==> src/rtl/mem_sync_bank_if.sv <==
// Request/response bundle for mem_sync_bank: independent read and write ports plus init status.
interface mem_sync_bank_if #(
  parameter int DATA_W = 16,
  parameter int ADDR_W = 8
);
  logic                  rd_req;
  logic [ADDR_W-1:0]     rd_addr;
  logic [DATA_W-1:0]     rd_data;
  logic                  rd_valid;
  logic                  rd_err;
  logic                  wr_req;
  logic [ADDR_W-1:0]     wr_addr;
  logic [DATA_W-1:0]     wr_data;
  logic [DATA_W/8-1:0]   wr_be;
  logic                  wr_err;
  logic                  busy;

  modport master (
    output rd_req, rd_addr, wr_req, wr_addr, wr_data, wr_be,
    input  rd_data, rd_valid, rd_err, wr_err, busy
  );

  modport slave (
    input  rd_req, rd_addr, wr_req, wr_addr, wr_data, wr_be,
    output rd_data, rd_valid, rd_err, wr_err, busy
  );
endinterface

==> src/rtl/mem_sync_bank.sv <==
// Synchronous data memory: 1-cycle registered read, byte-lane writes, range checks.
// After reset an init sequencer fills the array (zero or ramp) and holds off requests while busy.
module mem_sync_bank #(
  parameter int DATA_W    = 16,
  parameter int ADDR_W    = 8,
  parameter int DEPTH     = 256,
  parameter int INIT_MODE = 2,
  parameter int INIT_STEP = 10
) (
  input  logic          clk,
  input  logic          rst,
  mem_sync_bank_if.slave bus
);

  localparam int BE_W   = DATA_W / 8;
  localparam int IDX_W  = (DEPTH > 1) ? $clog2(DEPTH) : 1;
  localparam int PROD_W = DATA_W + ADDR_W;
  localparam logic [ADDR_W:0]   DEPTH_X  = (ADDR_W+1)'(DEPTH);
  localparam logic [ADDR_W-1:0] LAST_CNT = ADDR_W'(DEPTH - 1);
  localparam logic [PROD_W-1:0] STEP_X   = PROD_W'(INIT_STEP);

  typedef enum logic {ST_INIT, ST_READY} state_e;

  state_e            state_q, state_d;
  logic [ADDR_W-1:0] cnt_q, cnt_d;
  logic              init_we;
  logic              busy;
  logic [PROD_W-1:0] ramp;
  logic [DATA_W-1:0] init_val;

  logic [DATA_W-1:0] mem_q [DEPTH];
  logic [DATA_W-1:0] rd_data_q;
  logic              rd_valid_q, rd_err_q, wr_err_q;

  logic ready, rd_fire, wr_fire, rd_in, wr_in;

  assign ready   = (state_q == ST_READY);
  assign rd_fire = ready & bus.rd_req;
  assign wr_fire = ready & bus.wr_req;
  // Unsigned compare with one spare bit so DEPTH == 2**ADDR_W is representable
  assign rd_in   = {1'b0, bus.rd_addr} < DEPTH_X;
  assign wr_in   = {1'b0, bus.wr_addr} < DEPTH_X;

  always_comb begin
    ramp     = PROD_W'(cnt_q) * STEP_X;
    init_val = (INIT_MODE == 2) ? ramp[DATA_W-1:0] : '0;
  end

  always_ff @(posedge clk) begin
    if (rst) begin
      state_q <= (INIT_MODE != 0) ? ST_INIT : ST_READY;
      cnt_q   <= '0;
    end else begin
      state_q <= state_d;
      cnt_q   <= cnt_d;
    end
  end

  always_comb begin
    state_d = state_q;
    cnt_d   = cnt_q;
    init_we = 1'b0;
    busy    = 1'b0;
    case (state_q)
      ST_INIT: begin
        busy    = 1'b1;
        init_we = 1'b1;
        cnt_d   = cnt_q + 1'b1;
        if (cnt_q == LAST_CNT) begin
          state_d = ST_READY;
        end
      end
      ST_READY: begin
        state_d = ST_READY;
      end
      default: begin
        state_d = ST_READY;
      end
    endcase
  end

  // Array is never cleared by reset so INIT_MODE 0 keeps its contents
  always_ff @(posedge clk) begin
    if (!rst) begin
      if (init_we) begin
        mem_q[IDX_W'(cnt_q)] <= init_val;
      end else if (wr_fire && wr_in) begin
        for (int k = 0; k < BE_W; k++) begin
          if (bus.wr_be[k]) begin
            mem_q[IDX_W'(bus.wr_addr)][8*k +: 8] <= bus.wr_data[8*k +: 8];
          end
        end
      end
    end
  end

  // Read-first: this samples the array before a same-edge write lands
  always_ff @(posedge clk) begin
    if (rst) begin
      rd_data_q  <= '0;
      rd_valid_q <= 1'b0;
      rd_err_q   <= 1'b0;
      wr_err_q   <= 1'b0;
    end else begin
      rd_valid_q <= rd_fire;
      rd_err_q   <= rd_fire & ~rd_in;
      wr_err_q   <= wr_fire & ~wr_in;
      if (rd_fire) begin
        rd_data_q <= rd_in ? mem_q[IDX_W'(bus.rd_addr)] : '0;
      end
    end
  end

  assign bus.rd_data  = rd_data_q;
  assign bus.rd_valid = rd_valid_q;
  assign bus.rd_err   = rd_err_q;
  assign bus.wr_err   = wr_err_q;
  assign bus.busy     = busy;

endmodule

==> src/flat_wrapper.sv <==
// flat-port wrapper written by rule: the top's interface ports become plain ports
module mem_sync_bank_flat 
#(
  parameter int DATA_W    = 16,
  parameter int ADDR_W    = 8,
  parameter int DEPTH     = 256,
  parameter int INIT_MODE = 2,
  parameter int INIT_STEP = 10
)
  (clk, rst, bus_rd_req, bus_rd_addr, bus_wr_req, bus_wr_addr, bus_wr_data, bus_wr_be, bus_rd_data, bus_rd_valid, bus_rd_err, bus_wr_err, bus_busy);
  mem_sync_bank_if #(.DATA_W(DATA_W), .ADDR_W(ADDR_W)) bus_i ();
  input  logic clk;
  input  logic rst;
  input wire logic [$bits(bus_i.rd_req)-1:0] bus_rd_req;
  input wire logic [$bits(bus_i.rd_addr)-1:0] bus_rd_addr;
  input wire logic [$bits(bus_i.wr_req)-1:0] bus_wr_req;
  input wire logic [$bits(bus_i.wr_addr)-1:0] bus_wr_addr;
  input wire logic [$bits(bus_i.wr_data)-1:0] bus_wr_data;
  input wire logic [$bits(bus_i.wr_be)-1:0] bus_wr_be;
  output wire logic [$bits(bus_i.rd_data)-1:0] bus_rd_data;
  output wire logic [$bits(bus_i.rd_valid)-1:0] bus_rd_valid;
  output wire logic [$bits(bus_i.rd_err)-1:0] bus_rd_err;
  output wire logic [$bits(bus_i.wr_err)-1:0] bus_wr_err;
  output wire logic [$bits(bus_i.busy)-1:0] bus_busy;
  assign bus_i.rd_req = bus_rd_req;
  assign bus_i.rd_addr = bus_rd_addr;
  assign bus_i.wr_req = bus_wr_req;
  assign bus_i.wr_addr = bus_wr_addr;
  assign bus_i.wr_data = bus_wr_data;
  assign bus_i.wr_be = bus_wr_be;
  assign bus_rd_data = bus_i.rd_data;
  assign bus_rd_valid = bus_i.rd_valid;
  assign bus_rd_err = bus_i.rd_err;
  assign bus_wr_err = bus_i.wr_err;
  assign bus_busy = bus_i.busy;
  mem_sync_bank #(.DATA_W(DATA_W), .ADDR_W(ADDR_W), .DEPTH(DEPTH), .INIT_MODE(INIT_MODE), .INIT_STEP(INIT_STEP)) u_core (.clk(clk), .rst(rst), .bus(bus_i));
endmodule
==> config.mk <==
export PLATFORM = sky130hd
export DESIGN_NAME = mem_sync_bank_flat
export DESIGN_NICKNAME = d
export VERILOG_FILES = /design/src/rtl/mem_sync_bank_if.sv /design/src/rtl/mem_sync_bank.sv /design/src/flat_wrapper.sv
export SDC_FILE = /design/constraint.sdc
export NUM_CORES = 2
export LEC_CHECK = 0
export CORE_ASPECT_RATIO = 1.75
export CORE_MARGIN = 1
export CORE_UTILIZATION = 45
export CTS_BUF_LIST = sky130_fd_sc_hd__clkbuf_16
export CTS_CLUSTER_SIZE = 28
export DETAILED_ROUTE_END_ITERATION = 8
export PLACE_DENSITY = 0.61
export SETUP_SLACK_MARGIN = 0.5
export SYNTH_ARGS = -nofsm -noshare
export SYNTH_HDL_FRONTEND = slang
export SYNTH_SLANG_ARGS = --single-unit
==> constraint.sdc <==
create_clock -name clk -period 33.4 [get_ports clk]
set_input_delay 6.68 -clock clk [delete_from_list [all_inputs] [get_ports clk]]
set_output_delay 6.68 -clock clk [all_outputs]
set_load 0.01 [all_outputs]
== Word-level counts from Yosys, hierarchy flattened ==
Memories as Yosys holds them, arrays and structs flattened. A register that Yosys moved wholly into a read port is not among the register bits.
Index checks and enable logic that the tools add are counted.
Word-level totals
  memories: 1
  input port bits: 38
  output and inout port bits: 20
  register bits: 10
  word-level logic and storage cells: 29
  bits in writable memories: 4096
Operators by class
  bitwise operators: 3
  mux-type cells: 18
  add/subtract/negate cells: 1
  equality and inequality tests: 1
  reductions and logical operators: 1
  multiply operators: 1
Memory list
  u_core.mem_q: words 256, bits a word 16, read ports 1, clocked after Yosys merged registers in 1, write ports 1, line mem_sync_bank.sv:31  | logic [DATA_W-1:0] mem_q [DEPTH];
Operators by type and width (number)
  $mux W16: 1
  $reduce_or A16 Y1: 1
  $mux W1: 14
  $mul A8 B3 Y11 const B: 1
  $add A8 B1 Y8 const B: 1
  $eq A8 B8 Y1 const B: 1
  $mux W8: 1
  $and A1 B1 Y1: 2
  $mux W2: 1
  $pmux W1 S2: 1
  $not A1 Y1: 1

== Depth between registers and ports, before layout ==
  depth after elaboration: 7
  mapped depth: 13
  gate-level depth less buffers: 11

== Worst setup path before layout ==
No wires, ideal clock.
  kind: in2reg
  from: input port rst
  to: memory u_core.mem_q[0][11], data pin
  path slack: 13852 ps
  path buffers: 2
  data arrival time: 17361 ps
  library setup time: 2187 ps
  data required time: 31213 ps
  stages: 5
  cell sequence: and2b_1 o211a_2 clkbuf_1 clkbuf_1 o21ai_0
On the way
  longest elaborated chain between the ends: 4
  elaborated cells on any way between the ends: 6
  those cells by class: mux: 5; reduce/logical: 1
RTL lines
  start, declared: line flat_wrapper.sv:13  | input logic rst;
  $mux W1: line mem_sync_bank.sv:84  | if (!rst) begin
  $mux W1 (not written as such): line mem_sync_bank.sv:90  | mem_q[IDX_W'(bus.wr_addr)][8*k +: 8] <= bus.wr_data[8*k +: 8];
  $reduce_or A16 Y1 (no line) (*)
  $mux W16 (no line) (*)
  end, declared: line mem_sync_bank.sv:31
Mark *: on every way between the ends. The rest lies on a longest branch, timed or not.

==> impl_metrics.json <==
{
  "status": "complete, but fails checks",
  "failed_checks": "max-capacitance violations, max-slew violations",
  "tightest_slew_ns": 1.49,
  "cts.hold.buffers_added": 0,
  "grt_pass1_vias": 82500,
  "wire_per_inst_um": 32.7,
  "avgSynthCellArea_um2": 20.0,
  "vias": 79800,
  "peakVddDrop_uv": 50.9,
  "ctsResizeCount": 0,
  "cts_setup_buffers": 0,
  "drtIter0Drc": 6990,
  "hold_path.class": "reg2reg",
  "worstSetupStartpointType": "input port",
  "drive_above_1_share_pct": 15.9,
  "dp_hpwl_mm": 265,
  "critical_path_class": "in2reg",
  "ys.warnings.count": 0,
  "htree_num_levels": 5,
  "clockBufferDepth": 4,
  "drcViolationCount": 0,
  "cts_root_buffer": "clkbuf_16",
  "portBuffers": 55,
  "wl_mm": 430,
  "dieHeight_um": 796,
  "synth_top_area_share_pct": 75.9,
  "antenna_found_initial": 17,
  "p_leak_nw": 59.3,
  "routabilityCongestion": 0.831,
  "core_mm2": 0.359,
  "syn-instance-count": 8091,
  "cts_sinks": 4122,
  "synth_cell_types": 80,
  "row_count": 291,
  "fin_nets": 8230,
  "yosysMostFrequentCell": "edfxtp_1",
  "p_int_w": 0.00804,
  "comb_power_share_pct": 4.1,
  "fmax_mhz": 82.6,
  "post-route-period-util_pct": 36.2,
  "relSlewSlack_pct": -0.0302,
  "drtAntennaViolNets": 0,
  "drtPass1Iterations": 5,
  "power_switching_w": 0.00215,
  "grt_max_degree": 190,
  "dieArea_mm2": 0.363,
  "cp.arrival_ns": 12.97,
  "track_usage_pct": 23.4,
  "clkSlewWorstSetupHoldPaths_ns": 0.07,
  "clk_latency_ns": 0.93,
  "regArea_mm2": 0.124,
  "rsz0062_at_grt": "false",
  "viasPerCell": 6.07,
  "synthTopCellsByCount": "4096 x edfxtp_1, 694 x mux2i_1, 573 x mux4_2, 552 x nor2_1, 343 x nand2_1",
  "multi_input_area_mm2": 0.0350,
  "dp_cells": 12500,
  "synthFlopType": "edfxtp_1",
  "cp_max_fo": 103,
  "layout_min_cycle_time_ns": 12.10,
  "hold_violations": 0,
  "setup_viol": 0,
  "pin_count": 58,
  "fin_cells": 13200,
  "pwr-share-clk_pct": 40.4,
  "synth_seq_cells": 4122,
  "synth.area.top_cells": "edfxtp_1 76%, mux4_2 8.0%, mux2i_1 4.3%",
  "start_util_pct": 45.2,
  "grt_first_pass_wirelength_mm": 609,
  "seqPwrFrac_pct": 55.5,
  "netSwitchingFraction_pct": 21.1,
  "n_fill_cell": 28500,
  "cts_tree": "yes",
  "area_delta_synth_final_pct": 9.87,
  "p_per_area_mw_per_mm2": 57.3,
  "synth_area_mm2": 0.162,
  "maxCapViolations": 1,
  "cts_made_buffers": 352,
  "synth_area_leader_cell": "edfxtp_1",
  "finalSetupTns_ns": 0,
  "synth_edf_count": 4096,
  "drv_slew": 1,
  "critPathCaptureType": "flip-flop",
  "seq_area_frac_synth_pct": 76.2,
  "async_flop_share_pct": 0,
  "cp.required_ns": 34.26,
  "die_w_um": 456,
  "fin_worst_skew_ns": 0.0507,
  "grt-ovfl-total": 0
}
cell type report:
type                       count  share of cell area [%]
inverter                      11                  0.0274
timing repair buffer         232                    1.22
clock inverter               276                    1.28
antenna                        5                 0.00703
multi-input combinational   3459                    19.7
tap                         4688                    3.30
sequential                  4122                    69.4
clock buffer                 362                    5.09
worst paths after layout:
path | startpoint | endpoint | slack [ns] | cells after the start
worst min-delay path | u_core.bus.rd_data[3] | u_core.bus.rd_data[3] | 0.50 | 2
worst min register to register | u_core.bus.rd_data[3] | u_core.bus.rd_data[3] | 0.50 | 2
worst max-delay path | bus_rd_addr[1] | u_core.bus.rd_data[13] | 21.30 | 12
worst max register to register | u_core.cnt_q[2] | u_core.mem_q[136][9] | 27.63 | 11
worst max-delay path, cell delays in order:
cell	delay, ns
buf_8	0.25
buf_4	0.53
buf_4	0.51
buf_4	0.69
buf_12	0.52
buf_4	0.77
mux4_2	0.36
o22ai_1	0.09
a211oi_1	0.86
nand2_1	0.15
nor3_1	0.93
a211o_1	0.18
logic make-up (layout without fill, tap and decap cells):
| kind of cell | after synthesis | in the layout | synth area share [%] |
|---|---|---|---|
| flops | 4122 | 4122 | 76.2 |
| fa+ha+maj | 14 | 14 | 0.113 |
| compound gates | 906 | 906 | 3.87 |
| mux | 1410 | 1410 | 14.5 |
| simple gates | 1117 | 1117 | 2.89 |
| buf+inv | 511 | 881 | 2.37 |
| other cells | 1 | 7 | 0.00231 |
| xor+xnor | 10 | 10 | 0.0541 |
stage by stage:
step / hold slack, ns / setup WS (ns) / total power (W) / cell area [um2] / utilization [%]
after floorplan: 0.499 / 13.85 / 0.00606 / 162000 / -
after global placement: 0.474 / 19.73 / 0.00619 / 167000 / 46.5
after detailed placement: 0.484 / 20.39 / 0.00620 / 167000 / 46.5
after CTS: 0.499 / 21.33 / 0.0103 / 178000 / 49.6
after global routing: 0.524 / 21.15 / 0.0104 / 178000 / 49.6
final: 0.499 / 21.30 / 0.0102 / 178000 / 49.6
power groups by stage:
stage                     logic [W]  clock network (W)  registers (W)
after floorplan            0.000273                  0        0.00579
after global placement     0.000417                  0        0.00577
after detailed placement   0.000424                  0        0.00577
after CTS                  0.000424            0.00416        0.00566
after global routing       0.000438            0.00433        0.00566
final                      0.000420            0.00412        0.00566
routing by layer:
layer / vias up / GRT usage (%) / part of all wire, %
met3: 804 / 3.03 / 5.4
li1: 33600 / - / -
met2: 2922 / 42.2 / 53
met4: 12 / 12.5 / 6.0
met1: 42500 / 26.9 / 36
met5: - / 0 / 0.019
state kept, by name, summed over array words and instances, names as in the netlist:
signal / flops
u_core.bus.rd_valid: 1
u_core.bus.rd_data: 16
u_core.cnt_q: 8
u_core.mem_q: 4096
u_core.ready: 1
cells in the final DEF (no fill, tap or decap), drive strengths merged, types with 96 or more instances in the layout:
cell    count
clkinv    146
o21ai     111
mux2i     694
nor2      553
clkbuf    362
o221ai    126
buf       182
mux4      704
o22ai     227
a211oi     96
a21oi     132
edfxtp   4096
nand2     343
No activity file was read; power rests on OpenSTA's default activity.
